**src/rtl/interrupt_controller.sv**
```systemverilog
// Interrupt entry sequencer: edge detect, drain, push return PC/flags, fetch handler vector, redirect fetch.
// Optional flag save is enabled by defining INTERRUPT_SAVE_FLAGS_EN.
module interrupt_controller #(
  parameter int          DRAIN_CYCLES = 3,
  parameter logic [15:0] VECTOR_ADDR  = 16'h0000
) (
  input  logic        clk,
  input  logic        rst,
  input  logic        interrupt_signal,
  input  logic        branch_in_flight,
  input  logic [31:0] resume_pc,
  input  logic [2:0]  flags,
  input  logic        mem_ack,
  input  logic [15:0] mem_rdata,
  output logic        stall_fetch,
  output logic        insert_nop,
  output logic        mem_req,
  output logic        mem_push,
  output logic        mem_read,
  output logic [15:0] mem_addr,
  output logic [15:0] mem_wdata,
  output logic        pc_write,
  output logic [31:0] pc_value,
  output logic        busy,
  output logic        irq_taken,
  output logic [2:0]  state_dbg
);

  // Memory handshake: a request is held stable while mem_req=1 and completes
  // in the cycle mem_ack=1; mem_ack with mem_req=0 has no effect.
  typedef enum logic [2:0] {
    IDLE, DRAIN, PUSH_HI, PUSH_LO, PUSH_FLG, VEC_HI, VEC_LO, JUMP
  } state_t;

  state_t      state, state_nxt;
  logic        irq_d;
  logic        pending;
  logic [7:0]  drain_cnt;
  logic [31:0] ret_pc;
  logic        irq_edge;
  logic        accept;

`ifdef INTERRUPT_SAVE_FLAGS_EN
  logic [2:0]  flags_q;
`else
  logic        unused_flags;
  assign unused_flags = ^flags;
`endif

  assign irq_edge = interrupt_signal & ~irq_d;
  assign accept   = (state == IDLE) & pending & ~branch_in_flight;

  always_ff @(posedge clk) begin
    if (rst) begin
      state     <= IDLE;
      irq_d     <= 1'b0;
      pending   <= 1'b0;
      drain_cnt <= '0;
      ret_pc    <= '0;
      pc_value  <= '0;
      irq_taken <= 1'b0;
`ifdef INTERRUPT_SAVE_FLAGS_EN
      flags_q   <= '0;
`endif
    end else begin
      state     <= state_nxt;
      irq_d     <= interrupt_signal;
      irq_taken <= accept;
      // One-deep request latch: edges seen while already pending are dropped.
      if (accept)
        pending <= 1'b0;
      else if (irq_edge)
        pending <= 1'b1;
      if (accept) begin
        ret_pc    <= resume_pc;
        drain_cnt <= 8'(DRAIN_CYCLES - 1);
      end else if (state == DRAIN && drain_cnt != 8'd0) begin
        drain_cnt <= drain_cnt - 8'd1;
      end
`ifdef INTERRUPT_SAVE_FLAGS_EN
      if (state == DRAIN && drain_cnt == 8'd0)
        flags_q <= flags;
`endif
      if (mem_ack && state == VEC_HI)
        pc_value[31:16] <= mem_rdata;
      if (mem_ack && state == VEC_LO)
        pc_value[15:0] <= mem_rdata;
    end
  end

  always_comb begin
    state_nxt = state;
    mem_req   = 1'b0;
    mem_push  = 1'b0;
    mem_read  = 1'b0;
    mem_addr  = 16'h0000;
    mem_wdata = 16'h0000;
    pc_write  = 1'b0;
    case (state)
      IDLE: begin
        if (accept)
          state_nxt = DRAIN;
      end
      DRAIN: begin
        if (drain_cnt == 8'd0)
          state_nxt = PUSH_HI;
      end
      PUSH_HI: begin
        mem_req   = 1'b1;
        mem_push  = 1'b1;
        mem_wdata = ret_pc[31:16];
        if (mem_ack)
          state_nxt = PUSH_LO;
      end
      PUSH_LO: begin
        mem_req   = 1'b1;
        mem_push  = 1'b1;
        mem_wdata = ret_pc[15:0];
        if (mem_ack) begin
`ifdef INTERRUPT_SAVE_FLAGS_EN
          state_nxt = PUSH_FLG;
`else
          state_nxt = VEC_HI;
`endif
        end
      end
      PUSH_FLG: begin
`ifdef INTERRUPT_SAVE_FLAGS_EN
        mem_req   = 1'b1;
        mem_push  = 1'b1;
        mem_wdata = {13'b0, flags_q};
        if (mem_ack)
          state_nxt = VEC_HI;
`else
        state_nxt = IDLE;
`endif
      end
      VEC_HI: begin
        mem_req  = 1'b1;
        mem_read = 1'b1;
        mem_addr = VECTOR_ADDR;
        if (mem_ack)
          state_nxt = VEC_LO;
      end
      VEC_LO: begin
        mem_req  = 1'b1;
        mem_read = 1'b1;
        mem_addr = VECTOR_ADDR + 16'd1;
        if (mem_ack)
          state_nxt = JUMP;
      end
      JUMP: begin
        pc_write  = 1'b1;
        state_nxt = IDLE;
      end
      default: state_nxt = IDLE;
    endcase
  end

  // Fetch is released in JUMP so it can load the handler address.
  assign busy        = (state != IDLE);
  assign insert_nop  = busy;
  assign stall_fetch = busy & (state != JUMP);
  assign state_dbg   = state;

endmodule

```
**config.mk**
```make
export PLATFORM = sky130hd
export DESIGN_NAME = interrupt_controller
export DESIGN_NICKNAME = d
export VERILOG_FILES = /design/src/rtl/interrupt_controller.sv
export SDC_FILE = /design/constraint.sdc
export NUM_CORES = 1
export LEC_CHECK = 0
export BUFFER_PORTS_ARGS = -buffer_cell sky130_fd_sc_hd__buf_2
export CAP_MARGIN = 20
export CORE_ASPECT_RATIO = 1.1
export CORE_MARGIN = 4
export CORE_UTILIZATION = 54
export CTS_BUF_LIST = sky130_fd_sc_hd__clkbuf_2
export DETAILED_ROUTE_END_ITERATION = 8
export HOLD_SLACK_MARGIN = 0.15
export PLACE_DENSITY = 0.87
export SLEW_MARGIN = 15
export SYNTH_ARGS = -nofsm -noshare
export SYNTH_HDL_FRONTEND = slang
export SYNTH_SLANG_ARGS = --single-unit
```
**constraint.sdc**
```tcl
create_clock -name clk -period 4.3 [get_ports clk]
set_clock_uncertainty 0.2 [all_clocks]
set_input_delay 0.86 -clock clk [delete_from_list [all_inputs] [get_ports clk]]
set_output_delay 0.86 -clock clk [all_outputs]
set_load 0.02 [all_outputs]
```
==> results of run 1 <==
-- metrics by stage --
stage / std cells / util (%) / setup slack [ps] / hold slack [ps] / instance area [um2]
final: 614 / 68.0 / 1080 / 266 / 4000
after global routing: 614 / 68.0 / 880 / 281 / 4000
after CTS: 612 / 67.6 / 1040 / 269 / 3970
after detailed placement: 596 / 65.6 / 1360 / 244 / 3860
after global placement: 596 / 65.6 / 1420 / 239 / 3860
after floorplan: 448 / - / 1680 / 236 / 3400
-- routing by layer --
| metal | share of wire (%) | global-route usage, % | wire, um |
|---|---|---|---|
| met1 | 41 | 24.6 | 3300 |
| met2 | 51 | 36.4 | 4190 |
| met3 | 5.5 | 3.65 | 446 |
| met4 | 2.4 | 12.1 | 198 |
| met5 | 0 | 0 | 0 |
-- logic make-up (layout without fill, tap and decap cells) --
logic type      after synthesis  count (layout)  share of synthesized area [%]
simple gates                198             198                           25.7
compound gates               84              84                           13.3
flops                        78              78                           46.6
buf+inv                      51             140                           7.62
mux                          17              17                           5.08
xor+xnor                      3               3                          0.785
fa+ha+maj                     2               2                          0.747
other cells                   1              15                          0.112
-- layout by cell type (no fill, tap or decap), types with 4 or more instances in the layout --
master,synthesis,final
nand2_1,132,132
buf_2,3,112
dfxtp_1,78,78
a21oi_1,69,69
nor2_1,31,31
mux2i_1,17,17
conb_1,1,15
clkbuf_2,0,11
inv_1,6,6
nand2b_1,6,6
o21ai_0,4,4
buf_4,16,4
-- critical path: stages (launching register included) --
cell and delay (ps):
dfxtp_1 770, buf_4 410, mux2i_1 260, nor2_1 60, buf_2 190
-- registers in the layout (all words and copies together), names as in the netlist --
signal	count
drain_cnt	8
irq_d	1
irq_taken	1
pc_value	32
pending	1
ret_pc	32
state_dbg	3
-- area by class of cell --
cell class	count	area share [%]
sequential	78	39.1
tap	77	2.41
multi-input combinational	319	39.8
clock inverter	5	1.47
timing repair buffer	117	15.2
clock buffer	11	1.38
inverter	7	0.658
-- path summary, 6_finish.rpt --
check	to	slack, ps	cells after the start
setup / recovery	mem_wdata[14]	1080	4
hold / removal	pc_value[3]	270	2
setup reg to reg	drain_cnt[6]	1860	5
hold reg to reg	pc_value[3]	270	2
-- report_power, final --
part,internal (uW),switching (uW),total (uW)
sequential,739,8.43,747
clock,140,246,386
combinational,38.8,65.4,104
==> flow_summary_export.csv, run 1 <==
group,metric,value,unit
layout,syn_to_final_growth,19.3,%
clocking,insertion_delay,490,ps
logic_synthesis,async_reset_ff_share,0,%
timing,finalHoldViolations,0,
logic_synthesis,synth_top_area_share,46.6,%
layout,drive_above_1_share,26.1,%
min_path,hold_class,"flip-flop to flip-flop",
route,antenna_left,0,
clocking,post-cts-setup-buffer-count,0,
critical_path,r2r_start,"state_dbg[0]",
timing,fmax,310,MHz
outcome,status,"finished, final reports clean",
critical_path,criticalPathCategory,"flip-flop to output pin",
route,firstDrtPassIters,5,
logic_synthesis,synth_common_cells,"nand2_1, dfxtp_1, a21oi_1",
route,first_iter_violations,119,
clocking,cts_sinks,78,
timing,period_needed,3220,ps
pwr,finalPower,1240,uW
min_path,min-delay-start,"pc_value[3]",
clocking,cts_resized,0,
clocking,numCtsBuffers,9,
timing,fin_crit_sh,75.0,%
global_routing,grt_start_max_net_pins,41,
global_routing,grt.overflow.total,0,
place,io_buffers,112,
route,wl_per_cell,13.2,um
die,ios,131,
die,die_x,83.1,um
critical_path,required,3240,ps
logic_synthesis,synthMostInstantiatedCell,"nand2_1",
layout,multiInputGateArea,1590,um2
logic_synthesis,synth_cell_types,40,
global_routing,grt_pass1_wl,13200,um
die,rows,29,
timing,worst_slew_pin_slew,1070,ps
layout,diodes,0,
route,drc,0,
global_routing,grt_use_total,21.1,%
clocking,root_buffer,"clkbuf_2",
timing,max_slew_margin,28.2,%
logic_synthesis,ys_seq_elements,78,
place,detailed_place_hpwl,5810,um
timing,setup-violations-final,0,
timing,slew_viol_final,0,
timing,timing.setup.tns,0,ps
logic_synthesis,syn-cell-area,3350,um2
layout,fillers,507,
critical_path,crit_arrival,2160,ps
logic_synthesis,netlist_top_cells_area,"dfxtp_1, nand2_1, a21oi_1",
clocking,h-tree-depth,3,
route,via_per_inst,5.17,
global_routing,antenna_found_initial,0,
die,die_h,90.6,um
critical_path,critPathMaxFanout,18,
logic_synthesis,synth-edff-count,0,
timing,rsz0062_at_grt,"no",
critical_path,startpoint,"state_dbg[0]",
route,vias,3174,
pwr,leakagePower,0.00164,uW
pwr,irDropWorstVdd,0.266,mV
critical_path,startpoint_type,"flip-flop",
logic_synthesis,ys_dominant_reg_cell,"dfxtp_1",
logic_synthesis,yosys_warnings,0,
clocking,clock_path_buffers,2,
logic_synthesis,synth_top_cell_by_area,"dfxtp_1",
logic_synthesis,postSynthCellCount,434,
die,coreArea,5880,um2
place,gp_congestion,0.807,
clocking,ctsHoldBuffers,0,
logic_synthesis,synth_seq_area_share,46.6,%
route,route.final.wire_length,8130,um
clocking,clk_pin_slew,210,ps
flow_run,maxCapViolations,0,
critical_path,end_kind,"output pin",
layout,seqCellArea,1560,um2
clocking,cts_tree,"yes",
layout,fin_nets,590,
pwr,p_per_area,310,nW/um2
global_routing,first_global_vias,3004,
logic_synthesis,syn_area_per_cell,7.72,um2
die,initial_core_util,57.0,%
die,dieArea,7530,um2
No activity file was read; power rests on OpenSTA's default activity.
==> inputs of run 2 (changes only) <==
Settings changed: ABC_AREA from default to 1, CORE_UTILIZATION 54 to 50, PLACE_DENSITY 0.87 to 0.82.
Clock period 4.3 ns to 3.2 ns, I/O delays scaled along.
==> run 2 against run 1 <==
Combinational power grew to 11 times the previous value; highest routed layer unchanged; first-iteration DRC count is 29% higher; area after synthesis hardly changed; sequential cell count stayed put; cell area is 11% higher; largest cell class is now sequential cells; clock power is 53% higher; die area is 7.2% higher; sequential power is 57% higher; critical path depth is 1 lower; worst setup slack worse by 660 ps; non-clock buffer count is 45 higher.
==> flow_summary_export.csv, run 2 <==
group,metric,value,unit
outcome,status,"finished, final reports clean",
route,wl_met2,4270,um
clocking,root_buffer,"clkbuf_2",
clocking,clock_path_buffers,2,
pwr,leakagePower,0.00208,uW
layout,fin_nets,646,
die,die_h,93.8,um
die,die_x,86.0,um
logic_synthesis,synth_seq_area_share,46.6,%
timing,rsz0062_at_grt,"no",
pwr,p_per_area,644,nW/um2
route,route.final.wire_length,9050,um
place,placed_area,3810,um2
route,first_iter_violations,153,
critical_path,criticalPathCategory,"flip-flop to output pin",
critical_path,critPathMaxFanout,18,
logic_synthesis,postSynthCellCount,436,
layout,final_common_cell,"buf_2",
place,io_buffers,112,
critical_path,crit_chain,"nand3_2, o22ai_1, buf_2",
logic_synthesis,synth_top_area_share,46.6,%
layout,layout_common_cells,"buf_2, dfxtp_1, nand2_1, nor2_1",
global_routing,grt_start_max_net_pins,34,
layout,syn_to_final_growth,32.4,%
layout,fillers,492,
route,antenna_left,0,
die,ios,131,
timing,setup-violations-final,0,
layout,drive_above_1_share,27.2,%
logic_synthesis,synth_common_cells,"dfxtp_1, nand2_1, nor2_1",
global_routing,antenna_found_initial,0,
timing,period_needed,2790,ps
route,drc,0,
timing,max_slew_margin,58.7,%
logic_synthesis,syn_area_per_cell,7.68,um2
clocking,post-cts-setup-buffer-count,0,
place,dp_slack,721,ps
die,coreArea,6560,um2
clocking,cts_resized,0,
global_routing,grt_use_total,22.8,%
clocking,numCtsBuffers,9,
layout,largest_registers,"pc_value x32, ret_pc x32, drain_cnt x8",
logic_synthesis,ys_seq_elements,78,
route,firstDrtPassIters,5,
critical_path,end_kind,"output pin",
timing,worst_slack,414,ps
clocking,cts_sinks,78,
min_path,hold_class,"primary input to flip-flop",
die,initial_core_util,51.1,%
logic_synthesis,synth-edff-count,0,
timing,worst_slew_pin_slew,619,ps
timing,finalHoldViolations,0,
route,wl_met1,3650,um
route,vias,3368,
timing,fmax,359,MHz
place,detailed_place_hpwl,5470,um
global_routing,grt.overflow.total,0,
route,via_per_inst,4.99,
logic_synthesis,synthMostInstantiatedCell,"dfxtp_1",
route,wl_met3,970,um
logic_synthesis,ys_dominant_reg_cell,"dfxtp_1",
route,wl_per_cell,13.4,um
die,rows,31,
critical_path,crit_arrival,1950,ps
flow_run,maxCapViolations,0,
timing,timing.setup.tns,0,ps
die,dieArea,8070,um2
timing,slew_viol_final,0,
logic_synthesis,async_reset_ff_share,0,%
clocking,clk_pin_slew,210,ps
logic_synthesis,synth_cell_types,30,
critical_path,critPathSlowestCell,"dfxtp_1",
critical_path,slowest_delay,510,ps
clocking,insertion_delay,490,ps
pwr,irDropWorstVdd,0.414,mV
place,gp_congestion,0.854,
clocking,h-tree-depth,3,
logic_synthesis,synth_top_cell_by_area,"dfxtp_1",
logic_synthesis,netlist_top_cells_area,"dfxtp_1, nand2_1, nor2_1",
global_routing,first_global_vias,3286,
layout,design_area,4430,um2
timing,fin_crit_sh,87.0,%
clocking,cts_tree,"yes",
logic_synthesis,yosys_warnings,0,
route,routed.top_layer,"met4",
layout,diodes,0,
logic_synthesis,syn-cell-area,3350,um2
global_routing,grt_pass1_wl,14900,um
critical_path,required,2360,ps
critical_path,startpoint_type,"flip-flop",
-- run 2: changes by cell type in the layout (fill, tap and decap cells not counted), moves of 6 or more --
cell | previous run | this run
nand2_1 | 132 | 69
dlygate4sd3_1 | 0 | 48
a21oi_1 | 69 | 23
inv_1 | 6 | 48
o21ai_0 | 4 | 39
nor2_1 | 31 | 57
nand3_1 | 0 | 19
mux2i_1 | 17 | 0
o22ai_1 | 1 | 16
o21ai_1 | 2 | 12
inv_2 | 1 | 8
nand2_2 | 0 | 6
nand2b_1 | 6 | 0
-- run 2: layout make-up --
type | instances | area [um2] | share of cell area [%]
sequential | 78 | 1560 | 35.2
clock buffer | 10 | 50.0 | 1.13
inverter | 56 | 210 | 4.74
clock inverter | 6 | 86.3 | 1.95
timing repair buffer | 162 | 1060 | 23.8
tap | 82 | 103 | 2.32
multi-input combinational | 281 | 1370 | 30.8
-- run 2: path summary, 6_finish.rpt --
check	startpoint	end	slack, ps	cells past startpoint
max	state_dbg[1]	mem_wdata[5]	410	3
min	mem_rdata[2]	pc_value[18]	220	3
max reg2reg	state_dbg[1]	ret_pc[29]	1320	7
min reg2reg	pc_value[4]	pc_value[4]	270	2
-- run 2: cell families (layout without fill, tap and decap cells) --
logic type                 count (synthesis)  in the layout  share of synthesized area, %
and+or+nand+nor                          165            165                          22.0
AOI/OAI and AO/OA                         96             96                          15.6
buffers and inverters                     91            234                          14.2
DFF                                       78             78                          46.6
xor gates and xnor gates                   3              3                         0.785
adders and majority gates                  2              2                         0.747
other                                      1             15                         0.112
-- run 2: through the flow --
stage	util, %	power [uW]	hold WS, ps	instances
2_1_floorplan	-	2020	237	450
5_1_grt	67.6	3070	159	675
6_report	67.6	2850	216	675
3_5_place_dp	58.2	2230	252	611
3_3_place_gp	58.2	2200	244	611
4_1_cts	67.6	2870	156	675
-- run 2: critical path, delay by kind of cell, from the launching register on --
kind / cells / cell delay, ps
compound gates: 1 / 350
buf+inv: 1 / 210
flops: 1 / 510
simple gates: 1 / 380
-- run 2: timing repair --
| action | CTS | global route |
|---|---|---|
| hold endpoints to repair | 51 | 0 |
| setup endpoints to repair | 0 | 0 |
| hold buffers | 48 | 0 |
-- run 2: power breakdown --
part           switching [uW]  total (uW)  internal, uW
Clock                     329         590           261
Combinational             706        1100           390
Sequential               82.8        1170          1080
Total                    1120        2850          1740
-- run 2: per-layer routing --
layer	global-route usage [%]	vias to the layer above
li1	-	1659
met1	27.1	1531
met2	36.8	161
met3	7.54	17
met4	11.2	0
met5	0	-
